<file path="config.mk">
export PLATFORM = sky130hd
export DESIGN_NAME = scoreboard_ctrl
export DESIGN_NICKNAME = d
export VERILOG_FILES = /design/src/rtl/scoreboard_ctrl.sv
export SDC_FILE = /design/constraint.sdc
export NUM_CORES = 1
export LEC_CHECK = 0
export BUFFER_PORTS_ARGS = -buffer_cell sky130_fd_sc_hd__buf_2
export CORE_MARGIN = 10
export CORE_UTILIZATION = 54
export CTS_BUF_LIST = sky130_fd_sc_hd__clkbuf_4 sky130_fd_sc_hd__clkbuf_8
export CTS_CLUSTER_DIAMETER = 40
export CTS_CLUSTER_SIZE = 20
export DETAILED_ROUTE_END_ITERATION = 10
export PLACE_DENSITY = 0.82
export RECOVER_POWER = 100
export SLEW_MARGIN = 25
export SYNTH_ARGS = -nofsm -noshare
export SYNTH_HDL_FRONTEND = slang
export SYNTH_SLANG_ARGS = --single-unit
</file>
<file path="constraint.sdc">
create_clock -name clk -period 4.05 [get_ports clk]
set_input_delay 0.2025 -clock clk [delete_from_list [all_inputs] [get_ports clk]]
set_output_delay 0.2025 -clock clk [all_outputs]
set_load 0.02 [all_outputs]
</file>
<file path="src/rtl/scoreboard_ctrl.sv">
// Score/lives controller for the brick-smash scoreboard: per-player BCD scores,
// lives with extra-life award, round-robin player rotation and a persistent high score.
module scoreboard_ctrl #(
  parameter int NUM_PLAYERS = 2,
  parameter int DIGITS      = 4,
  parameter int START_LIVES = 3,
  parameter int LIVES_W     = 4,
  parameter int EXTRA_DIGIT = 3
) (
  input  logic                            clk,
  input  logic                            reset,
  input  logic                            new_game,
  input  logic                            add_valid,
  input  logic [3:0]                      add_pts,
  output logic                            add_ready,
  input  logic                            ball_lost,
  output logic [1:0]                      player,
  output logic [NUM_PLAYERS*DIGITS*4-1:0] scores,
  output logic [NUM_PLAYERS*LIVES_W-1:0]  lives,
  output logic [DIGITS*4-1:0]             hi_score,
  output logic                            busy,
  output logic                            game_over
);

  localparam int PW = (NUM_PLAYERS > 1) ? $clog2(NUM_PLAYERS) : 1;
  localparam int DW = (DIGITS > 1) ? $clog2(DIGITS) : 1;
  localparam bit EXTRA_EN  = (EXTRA_DIGIT > 0) && (EXTRA_DIGIT < DIGITS);
  localparam int EXTRA_IDX = (EXTRA_DIGIT > 0) ? EXTRA_DIGIT - 1 : 0;
  localparam logic [LIVES_W-1:0] LIVES_INIT = LIVES_W'(START_LIVES);

  typedef enum logic [2:0] {IDLE, ADD, LOSE, HISCAN, OVER} state_t;

  state_t                                state_q, state_nx;
  logic [NUM_PLAYERS-1:0][DIGITS-1:0][3:0] score_q;
  logic [NUM_PLAYERS-1:0][LIVES_W-1:0]   lives_q, lives_dec;
  logic [DIGITS*4-1:0]                   hi_q;
  logic [PW-1:0]                         player_q, scan_q, next_player, cand;
  logic [DW-1:0]                         idx_q;
  logic [3:0]                            pts_q, cur_digit, addend, new_digit;
  logic [4:0]                            sum;
  logic carry_q, pending_q, busy_q, over_q;
  logic carry_nx, add_last, top_ovf, extra_life, all_dead, found, scan_last;

  // One BCD digit per ADD cycle; digit 0 takes the points, higher digits the carry.
  always_comb begin
    cur_digit  = score_q[player_q][idx_q];
    addend     = (idx_q == '0) ? pts_q : {3'b000, carry_q};
    sum        = {1'b0, cur_digit} + {1'b0, addend};
    carry_nx   = (sum > 5'd9);
    new_digit  = carry_nx ? 4'(sum - 5'd10) : sum[3:0];
    add_last   = !carry_nx || (idx_q == DW'(DIGITS - 1));
    top_ovf    = carry_nx && (idx_q == DW'(DIGITS - 1));
    extra_life = EXTRA_EN && carry_nx && (idx_q == DW'(EXTRA_IDX));
    scan_last  = (scan_q == PW'(NUM_PLAYERS - 1));
  end

  // Rotation looks at lives after this LOSE's decrement, starting one past the
  // current player and wrapping back to it last.
  always_comb begin
    lives_dec = lives_q;
    if (lives_q[player_q] != '0)
      lives_dec[player_q] = lives_q[player_q] - 1'b1;
    found       = 1'b0;
    cand        = '0;
    next_player = player_q;
    for (int unsigned k = 1; k <= NUM_PLAYERS; k++) begin
      cand = PW'((32'(player_q) + k) % NUM_PLAYERS);
      if (!found && lives_dec[cand] != '0) begin
        found       = 1'b1;
        next_player = cand;
      end
    end
    all_dead = !found;
  end

  always_comb begin
    state_nx = state_q;
    if (new_game) begin
      state_nx = IDLE;
    end else begin
      case (state_q)
        IDLE:    if (ball_lost || pending_q) state_nx = LOSE;
                 else if (add_valid)         state_nx = ADD;
        ADD:     if (add_last) state_nx = (pending_q || ball_lost) ? LOSE : IDLE;
        LOSE:    state_nx = all_dead ? HISCAN : IDLE;
        HISCAN:  if (scan_last) state_nx = OVER;
        default: state_nx = state_q;
      endcase
    end
  end

  always_ff @(posedge clk or negedge reset) begin
    if (!reset) begin
      state_q   <= IDLE;
      score_q   <= '0;
      lives_q   <= {NUM_PLAYERS{LIVES_INIT}};
      hi_q      <= '0;
      player_q  <= '0;
      scan_q    <= '0;
      idx_q     <= '0;
      pts_q     <= '0;
      carry_q   <= 1'b0;
      pending_q <= 1'b0;
      busy_q    <= 1'b0;
      over_q    <= 1'b0;
    end else begin
      state_q <= state_nx;
      busy_q  <= (state_nx != IDLE);
      over_q  <= (state_nx == OVER);
      if (new_game) begin
        score_q   <= '0;
        lives_q   <= {NUM_PLAYERS{LIVES_INIT}};
        player_q  <= '0;
        pending_q <= 1'b0;
      end else begin
        case (state_q)
          IDLE: if (!(ball_lost || pending_q) && add_valid) begin
            pts_q   <= (add_pts > 4'd9) ? 4'd9 : add_pts;
            idx_q   <= '0;
            carry_q <= 1'b0;
          end
          ADD: begin
            score_q[player_q][idx_q] <= new_digit;
            if (top_ovf) score_q[player_q] <= {DIGITS{4'd9}};
            carry_q <= carry_nx;
            idx_q   <= idx_q + 1'b1;
            if (extra_life && lives_q[player_q] != '1)
              lives_q[player_q] <= lives_q[player_q] + 1'b1;
            if (ball_lost) pending_q <= 1'b1;
          end
          LOSE: begin
            pending_q <= 1'b0;
            lives_q   <= lives_dec;
            scan_q    <= '0;
            if (!all_dead) player_q <= next_player;
          end
          HISCAN: begin
            if (score_q[scan_q] > hi_q) hi_q <= score_q[scan_q];
            scan_q <= scan_q + 1'b1;
          end
          default: ;
        endcase
      end
    end
  end

  assign add_ready = (state_q == IDLE) && !pending_q;
  assign player    = 2'(player_q);
  assign scores    = score_q;
  assign lives     = lives_q;
  assign hi_score  = hi_q;
  assign busy      = busy_q;
  assign game_over = over_q;

endmodule

</file>
# Yosys cells after proc, flatten, opt, wreduce, memory -nomap -nowiden
# Index checks and enable logic that the tools add are counted.
# totals
out_inout_bits	61
word_cells	142
input_bits	9
reg_bits	71
# op_classes
bitwise_logic	4
addsub	8
n_reduce_logical	34
n_lt_le_gt_ge	10
eq_ne	10
mux	56
# ops
operator	n
$mux W16	6
$mux W32	3
$mux W4	12
$bwmux W32	1
$demux W16 S1	2
$mux W8	3
$and A16 B16 Y16	1
$bwmux W8	2
$gt A16 B16 Y1	1
$not A16 Y16	1
$or A16 B16 Y16	1
$pmux W8 S2	1
$mux W3	5
$pmux W3 S4	1
$reduce_and A3 Y1	4
$reduce_bool A4 Y1	3
$mux W1	10
$reduce_bool A2 Y1	5
$reduce_bool A3 Y1	3
$bmux W4 S2	1
$demux W4 S2	1
$logic_and A1 B1 Y1	8
$lt A1 B2 Y1 const B	4
$eq A3 B2 Y1 const B	2
other kinds (27)	41

# Depth between registers and ports, before layout
# depth
word_depth	17
mapped_depth	16
mapped_depth_nobuf	12

# Least setup slack after synthesis
# No wires, ideal clock.
# synth_path
kind	register to register
startpoint	register player_q
endpoint	register lives_q (netlist bit lives[2])
path_buffers	4
t_arrival_ns	3.910
setup_ns	0.125
slack_ns	0.015
period_less_slack_ns	4.035
path_stages_with_launch	17
required_time_ns	3.925
cell_sequence	dfrtp_1 buf_2 buf_2 buf_2 mux4_2 nand2_1 nand2_1 ha_1 inv_1 fa_1 o2bb2ai_1 a222oi_1 a311o_1 buf_4 nand2_1 a21oi_2 mux2_2
# synth_between
elab_chain_len	10
elab_cells_between_ends	27
cone_classes	3 x add/sub; 3 x order compare; 2 x eq/ne; 14 x mux; 5 x reduce/logical
# synth_rtl
item	line	text
start: declaration	37	logic [PW-1:0] player_q, scan_q, next_player, cand;
start signal: assignment	135	if (!all_dead) player_q <= next_player;
$mux W16 (not written as such) (2 in series)	46	cur_digit = score_q[player_q][idx_q];
$bmux W4 S2	46	
$mux W4 (not written as such)	46	
$add A4 B4 Y5	48	sum = {1'b0, cur_digit} + {1'b0, addend};
$gt A5 B4 Y1	49	carry_nx = (sum > 5'd9);
$logic_and A1 B1 Y1	53	extra_life = EXTRA_EN && carry_nx && (idx_q == DW'(EXTRA_IDX));
$logic_and A1 B1 Y1	127	if (extra_life && lives_q[player_q] != '1)
$ne A3 B3 Y1 (no line)	n/a	
$reduce_and A2 Y1 (no line)	n/a	
end signal: assignment	96	lives_q <= {NUM_PLAYERS{LIVES_INIT}};
end signal: indexed assignment	128	lives_q[player_q] <= lives_q[player_q] + 1'b1;
end signal: assignment	133	lives_q <= lives_dec;
end: declaration	35	logic [NUM_PLAYERS-1:0][LIVES_W-1:0] lives_q, lives_dec;
# Parallel ways exist; a longest one is shown, timed or not. The select of a mux whose other input is x is not followed.
# A chain may end at the register's enable or synchronous reset.

# Worst setup path in the final report
# layout_path
startpoint	register player_q
endpoint	register busy_q, in the netlist busy
# layout_between
elab_chain_len	17
elab_cells_between_ends	36
cone_classes	4 x add/sub; 3 x order compare; 20 x mux; 9 x reduce/logical
# layout_rtl
item	line	text
branches (longest 14 deep; another with $sub A4 B1 Y4)	n/a	
$pmux W3 S4 (*)	81	case (state_q)
$mux W3 (*)	78	if (new_game) begin
$reduce_bool A3 Y1 (*)	108	busy_q <= (state_nx != IDLE);
end signal: assignment	108	
end: declaration	41	logic carry_q, pending_q, busy_q, over_q;
# Mark *: on every way between the ends. The select of a mux whose other input is x is not followed.

==> results.json <==
{
  "status": "finished with violations",
  "violations": "capacitance limit, slew limit",
  "pre_cts_slack_ps": 197,
  "worst_ep_arrival_time_ps": 4040,
  "required_ps": 4290,
  "min_path_type": "input port to register",
  "dpl-instance-area_mm2": 0.00517,
  "crit-reg2reg-launch": "player_q",
  "ys_dominant_reg_cell": "dfrtp_1",
  "gp_congestion": 0.942,
  "cts_made_buffers": 9,
  "cp_cell_sequence": "buf_12 > mux4_2 > nand2_1 > and2_0 > inv_1 > ha_1 > a21o_1 > or3_4 > a311oi_4 > nor3_1 > a2111o_1 > a221o_1",
  "wl_per_cell_um": 18.8,
  "cts_htree_levels": 3,
  "cts_max_path_buffers": 2,
  "layout-drive-gt1-share": 0.149,
  "tightest_slew_ps": 2120,
  "grt_pass1_vias": 4121,
  "syn_nets": 532,
  "cts_root_buffer": "clkbuf_8",
  "clock_skew_ps": 14.2,
  "p_clk_frac": 0.277,
  "final_cell_area_mm2": 0.00528,
  "ys_seq_area_frac": 0.378,
  "routed-wl-met3_um": 974,
  "rsz0062_at_grt": "false",
  "timing.hold.ws_ps": 122,
  "antenna_cells": 0,
  "p_sw_mw": 0.702,
  "crit_path_end_kind": "register",
  "antenna_left": 0,
  "dpl.hpwl_um": 9390,
  "endpoint": "busy",
  "met2_length_um": 6040,
  "hold_viol": 0,
  "critPathMaxFanout": 28,
  "fin_nets": 596,
  "wl_met1_um": 5320,
  "die_w_um": 113,
  "cpLargestDelayFamily": "compound AO/OA/AOI/OAI gates",
  "first_iter_violations": 330,
  "setup_ws_ps": 259,
  "p_int_mw": 1.22,
  "cpPeakStageDelay_ps": 550,
  "critPathKind": "register to register",
  "wl_um": 12700,
  "setup_viol": 0,
  "synth_top_cell_by_area": "dfrtp_1",
  "num_rows": 34,
  "async_reset_ff_frac": 1.00,
  "cellPowerDensity_mw_per_mm2": 363,
  "reg2reg_depth": 12,
  "grt_antenna_before_repair": 0,
  "vias": 4086,
  "post-route-util": 0.615,
  "synth_area_leaders": "dfrtp_1 36%, ha_1 7.2%, mux2_2 6.7%, mux4_2 3.8%, inv_1 3.7%",
  "via_per_inst": 6.08,
  "crit_start": "player_q",
  "slew_viol_final": 40,
  "drv_cap": 1,
  "hold_depth": 3,
  "dieArea_mm2": 0.0129,
  "overflow": 0,
  "die_h_um": 113,
  "ys_types": 61,
  "grt_pass1_wl_um": 20900,
  "synthToLayoutAreaGrowth_pct": 12.0,
  "coreArea_mm2": 0.00859,
  "synth_edf_count": 0,
  "fillers": 745,
  "final_common_cell": "dfrtp_1",
  "comb_power_share": 0.298,
  "crit_cells": 12,
  "finalSetupTns_ps": 0,
  "yosys_warnings": 0,
  "power.leakage_nw": 2.29,
  "syn_area_mm2": 0.00471,
  "timing.fmax_mhz": 264,
  "syn-instance-count": 495,
  "sw_frac_of_total": 0.366,
  "grtUsageTotal": 0.197,
  "cts_tree": "built",
  "rrSetupSlack_ps": 260,
  "clk_latency_ps": 360,
  "port_buffers": 68,
  "drt_first_pass_iters": 5,
  "vdd_drop_max_uv": 167,
  "drc_errors": 0,
  "timing.rr.end": "busy",
  "power_frac_seq": 0.425,
  "synth_seq_cells": 71,
  "synth_top_area_share": 0.356,
  "slew_headroom": -0.416,
  "finalCritPeriodShare": 0.936,
  "worstPathBufferInverterCount": 2,
  "ioPinCount": 70,
  "syn_area_per_cell_um2": 9.52,
  "path_clk_slew_ps": 80,
  "crit_slowest_cell": "mux4_2",
  "final_cell_mix": "67 x dfrtp_1, 60 x clkbuf_1, 47 x inv_1",
  "highest_layer": "met4",
  "clock_sinks": 71,
  "startpoint_type": "register",
  "grt_max_degree": 50,
  "start_util": 0.549,
  "min_period_ps": 3790
}
[per-layer routing]
layer | vias up | track usage
li1 | 1918 | -
met1 | 1959 | 0.253
met2 | 180 | 0.316
met3 | 29 | 0.0394
met4 | 0 | 0.0854
met5 | - | 0
[tightest hold or removal path, stage by stage]
cell and delay, ps:
buf_2 110, nand2b_1 50, o21ai_0 60
[area by class of cell]
class | instances | area [um2] | area share
well taps | 108 | 135 | 0.0256
flip-flops and latches | 71 | 1780 | 0.337
clock buffers | 10 | 138 | 0.0261
repair buffers | 80 | 360 | 0.0682
inverters | 47 | 176 | 0.0334
clock inverters | 6 | 43.8 | 0.00829
multi-input cells | 350 | 2650 | 0.501
[worst min-delay path by stage]
stage,start,end
finish,add_pts[1],pts_q[1]
global route,add_pts[0],pts_q[0]
CTS,add_pts[2],pts_q[2]
detailed placement,reset,player_q
global placement,reset,player_q
floorplan,reset,busy
[through the flow]
stage	power, mW	cells
after floorplan	1.23	495
after global placement	1.37	655
after detailed placement	1.39	655
after CTS	1.91	672
after global routing	2.02	672
final	1.92	672
[cell usage after synthesis (10+ instances only)]
cell type / n
clkbuf_1: 19
o21ai_0: 22
a21o_1: 10
dfrtp_1: 67
mux2i_1: 12
a31oi_1: 12
a21oi_1: 26
nand2_1: 40
and2_1: 10
mux2_2: 28
nor3_1: 10
a211oi_1: 20
inv_1: 47
nor2_1: 27
nand2b_1: 11
ha_1: 27
o32ai_1: 12
[registers in the layout, indices dropped and copies added, names as in the netlist]
signal     cells
state_q        3
scan_last      1
scores        32
pending_q      1
pts_q          4
busy           1
carry_q        1
hi_score      16
lives          8
player_q       1
game_over      1
idx_q          2
[power groups by stage]
stage | combinational [mW] | sequential [mW] | clock, mW
after global placement | 0.547 | 0.824 | 0
final | 0.571 | 0.815 | 0.532
after CTS | 0.566 | 0.812 | 0.536
after global routing | 0.628 | 0.822 | 0.572
after detailed placement | 0.562 | 0.826 | 0
after floorplan | 0.408 | 0.820 | 0
[timing repair]
action / CTS / global route
resized for setup: 0 / 4
setup buffers: 0 / 0
hold endpoints to repair: 15 / 0
endpoints found under the setup margin: 0 / 30
hold buffers: 1 / 0
[kinds of logic after synthesis]
logic type,Yosys count,synth area share
flip-flops,71,0.378
multiplexers,48,0.131
AO/OA/AOI/OAI,134,0.199
buffers and inverters,74,0.0624
AND/OR/NAND/NOR,132,0.141
adder cells (fa/ha/maj),28,0.0759
other,1,0.000795
XOR/XNOR,7,0.0130
(Power assumes the default switching activity.)
